==> src/rtl/mmio_trace_buf.sv <==
// MMIO write tracer: snoops qualifying bus writes into a DEPTH-entry record FIFO drained over valid/ready.
// Optional timestamps are enabled by defining MMIO_TRACE_TS_EN; otherwise o_rec_ts is tied to 0.
module mmio_trace_buf #(
  parameter int                ADDR_W    = 30,
  parameter int                DATA_W    = 32,
  parameter int                DEPTH     = 16,
  parameter int                TS_W      = 16,
  parameter logic [ADDR_W-1:0] WIN_LO    = '0,
  parameter logic [ADDR_W-1:0] WIN_HI    = '1,
  parameter bit                OVERWRITE = 1'b0
) (
  input  logic                       clk,
  input  logic                       rst_n,
  input  logic [ADDR_W-1:0]          i_mmio_addr,
  input  logic [DATA_W-1:0]          i_mmio_data,
  input  logic [DATA_W/8-1:0]        i_mmio_mask,
  input  logic                       i_mmio_wren,
  input  logic                       i_enable,
  input  logic                       i_clear,
  output logic                       o_rec_valid,
  input  logic                       i_rec_ready,
  output logic [ADDR_W-1:0]          o_rec_addr,
  output logic [DATA_W-1:0]          o_rec_data,
  output logic [DATA_W/8-1:0]        o_rec_mask,
  output logic [TS_W-1:0]            o_rec_ts,
  output logic [$clog2(DEPTH):0]     o_count,
  output logic                       o_full,
  output logic [15:0]                o_drop_cnt
);

  localparam int MASK_W = DATA_W / 8;
  localparam int PTR_W  = $clog2(DEPTH);
  localparam int CNT_W  = PTR_W + 1;

  logic [ADDR_W-1:0] mem_addr_q [DEPTH];
  logic [DATA_W-1:0] mem_data_q [DEPTH];
  logic [MASK_W-1:0] mem_mask_q [DEPTH];

  logic [PTR_W-1:0] head_q, head_d, tail_q, tail_d;
  logic [CNT_W-1:0] count_q, count_d;
  logic [15:0]      drop_q, drop_d;
  logic             lo_ok, hi_ok, push, pop, full, wr_en;

  // Window bounds at the extremes of the address range need no comparator.
  if (WIN_LO == '0) begin : g_lo_all
    assign lo_ok = 1'b1;
  end else begin : g_lo
    assign lo_ok = (i_mmio_addr >= WIN_LO);
  end
  if (WIN_HI == '1) begin : g_hi_all
    assign hi_ok = 1'b1;
  end else begin : g_hi
    assign hi_ok = (i_mmio_addr <= WIN_HI);
  end

  assign push = i_mmio_wren & i_enable & (|i_mmio_mask) & lo_ok & hi_ok;
  assign full = (count_q == CNT_W'(DEPTH));
  assign pop  = (count_q != '0) & i_rec_ready;

  always_comb begin
    head_d  = head_q;
    tail_d  = tail_q;
    count_d = count_q;
    drop_d  = drop_q;
    wr_en   = 1'b0;
    if (i_clear) begin
      head_d  = '0;
      tail_d  = '0;
      count_d = '0;
      drop_d  = '0;
    end else begin
      // When full in overwrite mode tail == head, so the new write lands on the oldest slot.
      if (push && (pop || !full || OVERWRITE)) begin
        wr_en  = 1'b1;
        tail_d = tail_q + PTR_W'(1);
      end
      if (pop || (push && full && OVERWRITE)) begin
        head_d = head_q + PTR_W'(1);
      end
      if (push && full && !pop && (drop_q != 16'hFFFF)) begin
        drop_d = drop_q + 16'd1;
      end
      if (pop && !push) begin
        count_d = count_q - CNT_W'(1);
      end else if (push && !pop && !full) begin
        count_d = count_q + CNT_W'(1);
      end
    end
  end

  always_ff @(posedge clk or negedge rst_n) begin
    if (!rst_n) begin
      head_q  <= '0;
      tail_q  <= '0;
      count_q <= '0;
      drop_q  <= '0;
    end else begin
      head_q  <= head_d;
      tail_q  <= tail_d;
      count_q <= count_d;
      drop_q  <= drop_d;
    end
  end

  always_ff @(posedge clk) begin
    if (wr_en) begin
      mem_addr_q[tail_q] <= i_mmio_addr;
      mem_data_q[tail_q] <= i_mmio_data;
      mem_mask_q[tail_q] <= i_mmio_mask;
    end
  end

`ifdef MMIO_TRACE_TS_EN
  logic [TS_W-1:0] ts_q, ts_d;
  logic [TS_W-1:0] mem_ts_q [DEPTH];

  always_comb begin
    ts_d = i_clear ? '0 : ts_q + TS_W'(1);
  end

  always_ff @(posedge clk or negedge rst_n) begin
    if (!rst_n) ts_q <= '0;
    else        ts_q <= ts_d;
  end

  always_ff @(posedge clk) begin
    if (wr_en) mem_ts_q[tail_q] <= ts_q;
  end

  assign o_rec_ts = o_rec_valid ? mem_ts_q[head_q] : '0;
`else
  assign o_rec_ts = '0;
`endif

  // Storage is never reset, so fields are gated to zero whenever the FIFO is empty.
  assign o_rec_valid = (count_q != '0);
  assign o_rec_addr  = o_rec_valid ? mem_addr_q[head_q] : '0;
  assign o_rec_data  = o_rec_valid ? mem_data_q[head_q] : '0;
  assign o_rec_mask  = o_rec_valid ? mem_mask_q[head_q] : '0;
  assign o_count     = count_q;
  assign o_full      = full;
  assign o_drop_cnt  = drop_q;

endmodule

==> config.mk <==
export PLATFORM = sky130hd
export DESIGN_NAME = mmio_trace_buf
export DESIGN_NICKNAME = d
export VERILOG_FILES = /design/src/rtl/mmio_trace_buf.sv
export SDC_FILE = /design/constraint.sdc
export NUM_CORES = 1
export LEC_CHECK = 0
export BUFFER_PORTS_ARGS = -buffer_cell sky130_fd_sc_hd__buf_2
export CAP_MARGIN = 20
export CORE_ASPECT_RATIO = 1.1
export CORE_MARGIN = 1.5
export CORE_UTILIZATION = 45
export CTS_CLUSTER_DIAMETER = 120
export DETAILED_ROUTE_END_ITERATION = 7
export SLEW_MARGIN = 10
export SYNTH_ARGS = -nofsm -noshare
export SYNTH_HDL_FRONTEND = slang
export SYNTH_SLANG_ARGS = --single-unit
==> constraint.sdc <==
create_clock -name clk -period 15.83 [get_ports clk]
set_input_delay 1.583 -clock clk [delete_from_list [all_inputs] [get_ports clk]]
set_output_delay 1.583 -clock clk [all_outputs]
set_load 0.01 [all_outputs]
==> summary.md, run 1 <==
- 143 MHz — achievable frequency
- 92400 um^2 — placeable core region
- 1056 x sky130_fd_sc_hd__edfxtp_1, 330 x sky130_fd_sc_hd__mux4_2, 160 x sky130_fd_sc_hd__buf_2 — highest-count cells in the layout ignoring fill and taps
- 0.199 — GRT Total Usage
- o_drop_cnt[8] — WHS Endpoint
- 323 um — die extent in y
- 6.89 mW — total power draw
- 1056 — number of flops mapped to enable cells by yosys
- 0 — number of remaining DRC errors
- 0 — count of final hold-check violations
- 0 — hold-fix buffers at CTS
- 0.223 — max-slew headroom at the worst pin
- 1587 — drt first-iter violations
- 0.748 — routability congestion estimate
- 0 — MaxCap Viol Count
- built — CTS tree
- 0.0267 — Synth async-reset ratio
- 22.1 ps — Clock Skew
- 3 — total number of H-tree levels
- 294 um — horizontal extent of the die
- 13.7% — area overhead of the layout relative to synthesis
- 0.442 — Final Cycle Share
- 18885 — routed via count
- 0 — final global-route overflow total
- 23.7 um^2 — average footprint of a synthesized cell
- 45 — Distinct cells, synth
- 14250 ps — Data required, critical path
- 106 uV — worst supply voltage drop on vdd
- 3 — maximum number of buffers from clock root to sink
- 670 ps — Clk Latency, worst-skew pair
- 1768 — Syn Inst Count
- 0 — final-report max-slew violation count
- complete, no violations — run status
- 5.17 mW — Internal Pwr Total
- 107 — CTS buffer count
- 2062 — Final nets
- primary output — crit path capture type
- 1.72 mW — sw power
- 117 — Std-Cell Rows
- 3122 — number of instances in the placed design
- 14.8 nW — total leakage power
- 7 — logic depth of the worst register-to-register path
- 160 — number of buffers inserted by port buffering
- o_count[4] — startpoint of the lowest-slack register-to-register path
- flop to flop — Hold/Removal Path Class
- sky130_fd_sc_hd__edfxtp_1 — dominant register cell in the synthesized netlist
- 0.454 — initial cell density of the core
- 20171 — vias in the first global route
- 177 — I/O pin count
- 0 — DRT antenna net count
- 0 — number of cells upsized or downsized after cts
- 0 — Final setup violation count
- mem_data_q[12][11] — worst reg2reg path endpoint
- 60 ps — post-CTS clock slew at the launch and capture registers of the worst setup and hold paths
- 0.339 — layout cell share with drive strength beyond 1
- 0.466 — portion of total power attributed to sequential cells
- 0 — buffers inserted by post-CTS timing repair
- 16 — initial antenna violation count
- 95000 um^2 — die area
- 2 — worst hold path cell count
- 3318 — count of placed standard cells in the final layout, fillers left out
- 93.0 mm — final wirelength
- no — setup repair after global routing missed its margin
- 5 — router iterations before antenna repair
- 0.360 — clock share of power
- 0.174 — proportion of power drawn by combinational gates
- 48 — crit-path max FO
- 28.0 um — average detailed-routed wire length per instance
- 5.69 — vias per std cell
- 41900 um^2 — synthesized cell area
- sky130_fd_sc_hd__clkbuf_16 — root buffer cell
- flop to primary output — category of the critical setup timing path
- 0.249 — fraction of power spent switching nets
- 1170 ps — Slew @ Worst Pin
- 11620 ps — setup slack, reg-to-reg
- flop — Setup crit start kind
- 137 mm — first-pass GRT wire length
- 1085 — #FFs+latches synth
- 7000 ps — time the final worst path needs with I/O delays and setup
- 5410 ps — endpoint arrival time on the critical path
- 1085 — clk sinks
- 0 — yosys synthesis warning count
- 145 nW/um^2 — power per cell area
- 155 — maximum number of pins on one net before global-route repair
- sky130_fd_sc_hd__edfxtp_1 — most frequent standard cell in the layout excluding fill and tap cells
- 0.774 — sequential share of the synthesized area
- 0 ps — aggregate negative setup slack
- o_drop_cnt[8] — launch instance of the worst min-delay path
- 47.1 mm — HPWL after detailed placement
-- critical path, cell delays in order (launching register included) --
cell,delay [ps]
sky130_fd_sc_hd__dfrtp_4,900
sky130_fd_sc_hd__buf_4,810
sky130_fd_sc_hd__buf_4,890
sky130_fd_sc_hd__buf_4,640
sky130_fd_sc_hd__mux4_2,580
sky130_fd_sc_hd__mux4_2,480
sky130_fd_sc_hd__and2_1,180
sky130_fd_sc_hd__buf_2,160
-- per-layer routing --
metal  global-route usage  routed length [um]  up-vias
met1                0.269               38900    10336
met4               0.0499                1550        8
met5                    0                  46        -
li1                     -                   -     7921
met2                0.339               47700      493
met3               0.0344                4780      127
-- power by group through the flow --
| stage | Sequential (mW) | Combinational [mW] | Clock, mW |
|---|---|---|---|
| floorplan | 3.24 | 0.817 | 0 |
| global placement | 3.27 | 1.22 | 0 |
| detailed placement | 3.28 | 1.23 | 0 |
| CTS | 3.22 | 1.23 | 2.53 |
| global route | 3.22 | 1.29 | 2.63 |
| finish | 3.21 | 1.20 | 2.48 |
-- cell type report --
class / instances / area [um^2]
multi-input combinational: 577 / 9070
clock inverter: 58 / 536
tap: 1249 / 1560
fill: 7183 / 44700
timing repair buffer: 199 / 1120
inverter: 12 / 45.0
antenna: 2 / 5.00
clock buffer: 136 / 2870
sequential: 1085 / 32500
-- cell families (layout without fill, tap and decap cells) --
kind of cell,count (synthesis),after routing,share of synthesized area
simple gates,165,165,0.0229
compound gates,34,34,0.00531
mux,334,334,0.178
other cells,1,18,0.0000894
fa+ha+maj,8,8,0.00239
buf+inv,121,405,0.0134
flops,1085,1085,0.774
xor+xnor,20,20,0.00418
-- through the flow --
| step | setup slack [ps] | hold slack (ps) | utilization | cell area, um^2 |
|---|---|---|---|---|
| 2_1_floorplan | 8150 | 580 | - | 42000 |
| 3_3_place_gp | 9350 | 549 | 0.479 | 44200 |
| 3_5_place_dp | 9310 | 580 | 0.479 | 44200 |
| 4_1_cts | 8560 | 600 | 0.516 | 47700 |
| 5_1_grt | 8300 | 616 | 0.516 | 47700 |
| 6_report | 8830 | 583 | 0.516 | 47700 |
-- worst max path at each step --
stage               slack, ps  depth (start not counted)          endpoint        start
floorplan                8150                          5  mem_addr_q[4][0]  i_mmio_wren
detailed placement       9310                          7     o_rec_addr[3]    head_q[0]
finish                   8830                          7     o_rec_addr[3]    head_q[0]
global placement         9350                          7    o_rec_addr[11]    head_q[0]
CTS                      8560                          7     o_rec_addr[3]    head_q[0]
global route             8300                          7     o_rec_addr[3]    head_q[0]
-- sequential cells by signal, indices dropped and copies added (netlist names) --
register and count:
head_q 4, mem_addr_q 480, mem_data_q 512, mem_mask_q 64, o_count 5, o_drop_cnt 16, tail_q 4
-- cell usage after synthesis (2+ instances only) --
library cell / instances / area [um^2]
sky130_fd_sc_hd__o21ai_0: 6 / 30.0
sky130_fd_sc_hd__ha_1: 8 / 100
sky130_fd_sc_hd__a31oi_1: 2 / 12.5
sky130_fd_sc_hd__nand3_1: 11 / 55.1
sky130_fd_sc_hd__and2_1: 72 / 450
sky130_fd_sc_hd__nand2_1: 10 / 37.5
sky130_fd_sc_hd__edfxtp_1: 1056 / 31700
sky130_fd_sc_hd__buf_4: 18 / 135
sky130_fd_sc_hd__or4_1: 2 / 15.0
sky130_fd_sc_hd__mux4_2: 330 / 7430
sky130_fd_sc_hd__nor2_1: 33 / 124
sky130_fd_sc_hd__o211ai_1: 9 / 67.6
sky130_fd_sc_hd__nor4_1: 3 / 18.8
sky130_fd_sc_hd__a211oi_1: 2 / 15.0
sky130_fd_sc_hd__buf_2: 26 / 130
sky130_fd_sc_hd__nor2b_1: 3 / 18.8
sky130_fd_sc_hd__nor3_1: 9 / 45.0
sky130_fd_sc_hd__a21oi_1: 8 / 40.0
sky130_fd_sc_hd__buf_1: 3 / 11.3
sky130_fd_sc_hd__or3_1: 5 / 31.3
sky130_fd_sc_hd__mux2i_1: 4 / 40.0
sky130_fd_sc_hd__inv_1: 12 / 45.0
sky130_fd_sc_hd__and3_1: 3 / 18.8
sky130_fd_sc_hd__xor2_1: 15 / 131
sky130_fd_sc_hd__xnor2_1: 5 / 43.8
sky130_fd_sc_hd__nand4_1: 6 / 37.5
sky130_fd_sc_hd__dfrtp_1: 29 / 726
sky130_fd_sc_hd__clkbuf_1: 61 / 229
Note: power is estimated with default switching activity, not from simulation.
==> run 2: changes to the inputs <==
==> constraint.sdc (replaced) <==
create_clock -name clk -period 6.5 [get_ports clk]
set_input_delay 0.65 -clock clk [delete_from_list [all_inputs] [get_ports clk]]
set_output_delay 0.65 -clock clk [all_outputs]
set_load 0.01 [all_outputs]
==> run 2 against run 1 <==
Effect of this change:
- count of clock-buffer cells in the layout shrank 3
- clock power up 130%
- worst setup slack worse by 6600 ps
- wire length fell by 3.8%
- combinational power rose by 140%
- sequential share of layout area is 0.089 points lower
- largest power group unchanged
- via count decreased by 0.32%
- non-clock buffer count increased by 4
- worst hold slack worse by 560 ps
- final area is 0.13% higher
- largest cell class unchanged
- critical path depth decreased by 2
- die area unchanged
==> summary.md, run 2 (synthesized netlist as in run 1, its figures left out) <==
- 0 — DRT antenna net count, unchanged
- 177 — I/O pin count, unchanged
- 18824 — routed via count, -0.32%
- 2066 — Final nets, +0.19%
- 47.1 mm — HPWL after detailed placement, about the same
- 5 — router iterations before antenna repair, unchanged
- 100 — crit-path max FO, +110%
- 1085 — clk sinks, unchanged
- 19905 — vias in the first global route, -1.3%
- flop — Setup crit start kind
- 9070 um^2 — multi-input gate area in the final layout, unchanged
- 92400 um^2 — placeable core region, unchanged
- sky130_fd_sc_hd__dfrtp_4 — slowest cell on the critical path
- built — CTS tree
- 5850 ps — Data required, critical path, -8400 ps
- 117 — Std-Cell Rows, unchanged
- 512 — flip-flop count of the largest register after layout, unchanged
- 1010 ps — longest individual stage delay on the worst path, +110 ps
- 109 — maximum number of pins on one net before global-route repair, -30%
- 60 ps — post-CTS clock slew at the launch and capture registers of the worst setup and hold paths, about the same
- 3 — maximum number of buffers from clock root to sink, unchanged
- 15 — initial antenna violation count, -1
- 14.8 nW — total leakage power, about the same
- 0.754 — routability congestion estimate, +0.84%
- 346 nW/um^2 — power per cell area, +140%
- 323 um — die extent in y, unchanged
- 1056 x sky130_fd_sc_hd__edfxtp_1, 330 x sky130_fd_sc_hd__mux4_2, 160 x sky130_fd_sc_hd__buf_2 — highest-count cells in the layout ignoring fill and taps
- 3660 ps — endpoint arrival time on the critical path, -1750 ps
- 7155 — filler cell count in the final layout, -0.39%
- 3 — total number of H-tree levels, unchanged
- 26.8 um — average detailed-routed wire length per instance, -4.3%
- 95000 um^2 — die area, unchanged
- 0.663 — Final Cycle Share
- 232 MHz — achievable frequency
- sky130_fd_sc_hd__mux4_2 — cell type with the highest occurrence count on the critical path
- 294 um — horizontal extent of the die, unchanged
- 160 — number of buffers inserted by port buffering, unchanged
- 0.339 — layout cell share with drive strength beyond 1, about the same
- 0 — count of final hold-check violations, unchanged
- 4310 ps — time the final worst path needs with I/O delays and setup
- 13.8% — area overhead of the layout relative to synthesis
- 283 uV — worst supply voltage drop on vdd, +170%
- 133 mm — first-pass GRT wire length, -2.6%
- 670 ps — Clk Latency, worst-skew pair, about the same
- mem_data_q: 512 flops, mem_addr_q: 480 flops, mem_mask_q: 64 flops — registers with the most flip-flops
- 47700 um^2 — post-route cell area, +0.13%
- 1671 — drt first-iter violations, +5.3%
- sky130_fd_sc_hd__edfxtp_1 — most frequent standard cell in the layout excluding fill and tap cells
- 0.454 — initial cell density of the core, unchanged
- 0 — hold-fix buffers at CTS, unchanged
- buf_12 -> mux4_2 -> mux4_2 -> and2_1 -> buf_2 — cell-by-cell listing of the critical path
- 0 ps — aggregate negative setup slack, unchanged
- 0 — MaxCap Viol Count, unchanged
- head_q[1] — launching element of the worst setup path
- flop to primary output — category of the critical setup timing path
- o_count[4] — startpoint of the lowest-slack register-to-register path
- sky130_fd_sc_hd__clkbuf_16 — root buffer cell
- 5.64 — vias per std cell, -0.83%
- 107 — CTS buffer count, unchanged
- 0 — number of remaining DRC errors, unchanged
- mem_data_q — Top reg by flops
- 2 — critical path buffer and inverter count, -2
- 32500 um^2 — Reg area, unchanged
- no — setup repair after global routing missed its margin
- 0 — final global-route overflow total, unchanged
- 44300 um^2 — Post-Place Cell Area, +0.21%
- 0 — Final setup violation count, unchanged
- 0 — final-report max-slew violation count, unchanged
- flip-flops — cell family contributing the most delay on the critical path
- primary output — crit path capture type
- 0 — buffers inserted by post-CTS timing repair, unchanged
- 0.290 — max-slew headroom at the worst pin, +0.0678
- 0.192 — GRT Total Usage, -0.00672
- 0 — number of cells upsized or downsized after cts, unchanged
- 1060 ps — Slew @ Worst Pin, -102 ps
- input port to asynchronous set/reset pin — Hold/Removal Path Class
- 89.5 mm — final wirelength, -3.8%
- complete, no violations — run status
- 24.3 ps — Clock Skew, +2.20 ps
[run 2: cell types whose count changed in the layout (fill, tap and decap cells not counted), sizes merged]
cell / delta
inv: -1
clkbuf: -3
clkinv: +18
bufinv: -6
diode: +5
buf: +4
[run 2: layout make-up]
class	count	area share
Clock buffer	133	0.0599
Tap cell	1249	0.0327
Clock inverter	69	0.00957
Timing Repair Buffer	203	0.0264
Sequential cell	1085	0.680
Antenna cell	7	0.000367
Inverter	12	0.000944
Multi-Input combinational cell	577	0.190
[run 2: final timing paths]
| kind | endpoint | slack (ps) | cells past startpoint |
|---|---|---|---|
| max | o_rec_addr[23] | 2190 | 5 |
| min | o_drop_cnt[11] | 20 | 1 |
| max reg2reg | mem_addr_q[2][26] | 2480 | 6 |
| min reg2reg | o_drop_cnt[15] | 580 | 2 |
| max in group asynchronous | head_q[1] | 5930 | 1 |
| min in group clk | mem_addr_q[1][21] | 340 | 1 |
[run 2: per-layer routing]
metal	wire, um	share of wire	track usage
met1	37300	0.42	0.263
met2	46300	0.52	0.326
met3	4350	0.049	0.0271
met4	1540	0.017	0.0533
met5	34	0.00038	0
[run 2: through the flow]
step	util	power (mW)	std cells	worst slack, ps	hold slack [ps]
after floorplan	-	9.89	1783	-245	354
after global placement	0.479	10.9	3122	2180	546
after detailed placement	0.480	10.9	3124	2030	569
after CTS	0.516	16.7	3326	2070	7.78
after global routing	0.516	17.1	3330	2050	54.0
final	0.517	16.5	3335	2190	23.3
[run 2: power breakdown]
part,switching (mW),internal (mW)
clock,2.55,3.27
sequential,0.0876,7.72
combinational,1.47,1.39
==> run 3: changes to the inputs <==
--- a/config.mk
+++ b/config.mk
@@ -5,6 +5,7 @@
 export SDC_FILE = /design/constraint.sdc
 export NUM_CORES = 1
 export LEC_CHECK = 0
+export ABC_AREA = 1
 export BUFFER_PORTS_ARGS = -buffer_cell sky130_fd_sc_hd__buf_2
 export CAP_MARGIN = 20
 export CORE_ASPECT_RATIO = 1.1
==> constraint.sdc (replaced) <==
create_clock -name clk -period 4.1 [get_ports clk]
set_input_delay 0.41 -clock clk [delete_from_list [all_inputs] [get_ports clk]]
set_output_delay 0.41 -clock clk [all_outputs]
set_load 0.01 [all_outputs]
==> run 3 against run 2 <==
Effect of this change:
- count of clock-buffer cells in the layout down 6
- sequential share of layout area fell by 0.97 points
- largest power group unchanged
- clock power grew 61%
- core utilization down 0.27 points
- largest cell class unchanged
- register-to-register slack lost 1300 ps
- via count rose by 44%
- combinational power grew 96%
- first-iteration DRC count up 33%
- highest routed layer unchanged
- sequential power up 57%
- power is 66% higher
- area after synthesis rose by 2.1%
- worst hold slack gained 81 ps
==> summary.md, run 3 <==
- complete, no violations — run status
- 0 — Final setup violation count, unchanged
- sky130_fd_sc_hd__edfxtp_1 — cell with the most instances after synthesis
- 24.1 um — average detailed-routed wire length per instance, -10%
- 680 ps — Clk Latency, worst-skew pair, about the same
- 0.740 — top cell type's share of synthesized area, -0.0158
- met5 — highest metal used
- sky130_fd_sc_hd__clkbuf_16 — root buffer cell
- 275 MHz — achievable frequency
- 15.5 nW — total leakage power, +4.6%
- 194 — crit-path max FO, +94%
- 7.29 mm — met3 wire length, +68%
- 0.344 — clock share of power, -0.009
- 19.1 mW — Internal Pwr Total, +55%
- 5 — router iterations before antenna repair, unchanged
- 1056 x sky130_fd_sc_hd__edfxtp_1, 560 x sky130_fd_sc_hd__nor2_1, 523 x sky130_fd_sc_hd__o21ai_0 — top cells by count, synth
- 0.514 — final standard cell utilization of the core, -0.00265
- 0.205 — proportion of power drawn by combinational gates, +0.032
- 0 — DRT antenna net count, unchanged
- sky130_fd_sc_hd__edfxtp_1 — cell type contributing the most total cell area after synthesis
- 203 — maximum number of pins on one net before global-route repair, +86%
- 0.0267 — Synth async-reset ratio, unchanged
- 0 — number of cells upsized or downsized after cts, unchanged
- 166 mm — first-pass GRT wire length, +25%
- 2 — critical path buffer and inverter count, unchanged
- 177 — I/O pin count, unchanged
- 13.0% — area overhead of the layout relative to synthesis
- 7910 — filler cell count in the final layout, +11%
- 3095 — Syn Inst Count, +75%
- 512 — flip-flop count of the largest register after layout, unchanged
- 0.451 — portion of total power attributed to sequential cells, -0.022
- 0.126 — layout cell share with drive strength beyond 1, -0.213
- no — setup repair after global routing missed its margin
- 45.7 mm — Met1 Routed Length, +23%
- 0 — final global-route overflow total, unchanged
- 0 — final-report max-slew violation count, unchanged
- 564 nW/um^2 — power per cell area, +63%
- 630 ps — longest individual stage delay on the worst path, -380 ps
- 0.800 — routability congestion estimate, +6.0%
- 1056 — number of flops mapped to enable cells by yosys, unchanged
- 1085 — clk sinks, unchanged
- 27071 — vias in the first global route, +36%
- 0.299 — fraction of power spent switching nets, +0.0499
- sky130_fd_sc_hd__buf_12 — slowest cell on the critical path
- 0 — count of final hold-check violations, unchanged
- 42800 um^2 — synthesized cell area, +2.1%
- 37 — Distinct cells, synth, -18%
- flop — Setup crit start kind
- 297 um — horizontal extent of the die, +1.1%
- 3690 ps — Data required, critical path, -2160 ps
- 5.93 — vias per std cell, +5.1%
- 27033 — routed via count, +44%
- 60 ps — post-CTS clock slew at the launch and capture registers of the worst setup and hold paths, about the same
- 1085 — #FFs+latches synth, unchanged
- 27.3 mW — total power draw, +66%
- 1020 ps — Slew @ Worst Pin, -42.5 ps
- 0.886 — Final Cycle Share
- sky130_fd_sc_hd__edfxtp_1 74%, sky130_fd_sc_hd__o21ai_0 6.1%, sky130_fd_sc_hd__nor2_1 4.9%, sky130_fd_sc_hd__o221ai_1 3.8%, sky130_fd_sc_hd__dfrtp_1 1.7% — leading cell types by total area after synthesis
- 2225 — drt first-iter violations, +33%
- input port to flop — Hold/Removal Path Class
- 3 — total number of H-tree levels, unchanged
- 3 — maximum number of buffers from clock root to sink, unchanged
- 1056 x sky130_fd_sc_hd__edfxtp_1, 556 x sky130_fd_sc_hd__nor2_1, 523 x sky130_fd_sc_hd__o21ai_0 — highest-count cells in the layout ignoring fill and taps
- 374 uV — worst supply voltage drop on vdd, +32%
- 11 — initial antenna violation count, -4
- flop to primary output — category of the critical setup timing path
- 327 um — die extent in y, +1.1%
- 8.17 mW — sw power, +99%
- 160 — number of buffers inserted by port buffering, unchanged
- 3220 ps — endpoint arrival time on the critical path, -440 ps
- 56.6 mm — HPWL after detailed placement, +20%
- mem_data_q — Top reg by flops
- 0.455 — initial cell density of the core, +0.000739
- 0.757 — sequential share of the synthesized area, -0.0162
- 0.224 — GRT Total Usage, +0.0314
- sky130_fd_sc_hd__edfxtp_1 — most frequent standard cell in the layout excluding fill and tap cells
- 0.319 — max-slew headroom at the worst pin, +0.0283
- 0 — number of remaining DRC errors, unchanged
- 97000 um^2 — die area, +2.1%
- primary output — crit path capture type
- 0 — buffers inserted by post-CTS timing repair, unchanged
- 3630 ps — time the final worst path needs with I/O delays and setup
- 3286 — Final nets, +59%
- built — CTS tree
- sky130_fd_sc_hd__edfxtp_1 — dominant register cell in the synthesized netlist
- 0 — yosys synthesis warning count, unchanged
- 18.3 ps — Clock Skew, -6.03 ps
- 1210 ps — setup slack, reg-to-reg, -1270 ps
- 118 — Std-Cell Rows, +0.85%
- 108 — CTS buffer count, +0.93%
- mem_data_q: 512 flops, mem_addr_q: 480 flops, mem_mask_q: 64 flops — registers with the most flip-flops
- 110 mm — final wirelength, +23%
- 1 — hold-fix buffers at CTS, +1
- 94200 um^2 — placeable core region, +2.0%
- buf_12 -> o21ai_0 -> o221ai_1 -> o211ai_1 -> a21oi_1 -> buf_2 — cell-by-cell listing of the critical path
- 54.0 mm — routed wl met2, +17%
- 0 — MaxCap Viol Count, unchanged
- 13.8 um^2 — average footprint of a synthesized cell, -42%
- compound AO/OA/AOI/OAI gates — cell family contributing the most delay on the critical path
## run 3: cell count changes after synthesis, moves of 71 or more
cell and change:
sky130_fd_sc_hd__o211ai_1 +71, sky130_fd_sc_hd__nor2_1 +527, sky130_fd_sc_hd__mux4_2 -330, sky130_fd_sc_hd__clkbuf_1 +73, sky130_fd_sc_hd__o221ai_1 +183, sky130_fd_sc_hd__and2_1 -72, sky130_fd_sc_hd__o22ai_1 +80, sky130_fd_sc_hd__o21ai_0 +517
## run 3: area by class of cell
cell class	count	area [um^2]	share of cell area
Sequential cell	1085	32500	0.670
Multi-Input combinational cell	1733	9160	0.189
Clock buffer	127	2860	0.0591
Timing Repair Buffer	230	1650	0.0342
Tap cell	1260	1580	0.0326
Clock inverter	73	500	0.0103
Inverter	48	208	0.00429
Antenna cell	1	2.50	0.0000517
## run 3: cells by family (layout without fill, tap and decap cells)
kind of cell,after synthesis,count (layout),share of synthesized area
other,1,17,0.0000876
buffers and inverters,292,478,0.0333
and+or+nand+nor,732,732,0.0689
AOI/OAI and AO/OA,975,975,0.138
xor gates and xnor gates,2,2,0.000409
adders and majority gates,8,8,0.00234
DFF,1085,1085,0.757
## run 3: through the flow
step	instances	hold WS [ps]	cell area, um^2	setup TNS [ps]	setup WS (ps)
after floorplan	3110	114	43000	-526070	-1990
after global placement	4355	486	45000	0	788
after detailed placement	4355	492	45000	0	853
after CTS	4556	60.0	48400	0	347
after global routing	4557	84.5	48400	0	212
final	4557	104	48400	0	468
## run 3: metal layers
layer | vias to the layer above | global-route usage
met4 | 10 | 0.0736
met2 | 1034 | 0.378
met3 | 198 | 0.0339
met5 | - | 0
li1 | 12039 | -
met1 | 13752 | 0.299
## run 3: path summary, 6_finish.rpt
check,startpoint,endpoint,depth (start not counted)
setup / recovery,head_q[1],o_rec_addr[12],6
hold / removal,i_mmio_data[23],mem_data_q[14][23],1
setup reg to reg,o_count[0],mem_data_q[4][27],9
hold reg to reg,o_count[4],o_count[4],2
max in group asynchronous,rst_n,head_q[2],2
min in group asynchronous,rst_n,o_drop_cnt[11],2
## run 3: power groups by stage
stage	clock (mW)	sequential [mW]	combinational, mW
finish	9.39	12.3	5.60
floorplan	0	12.5	3.54
global placement	0	12.6	5.49
global route	9.97	12.3	6.14
detailed placement	0	12.6	5.62
CTS	9.55	12.3	5.64
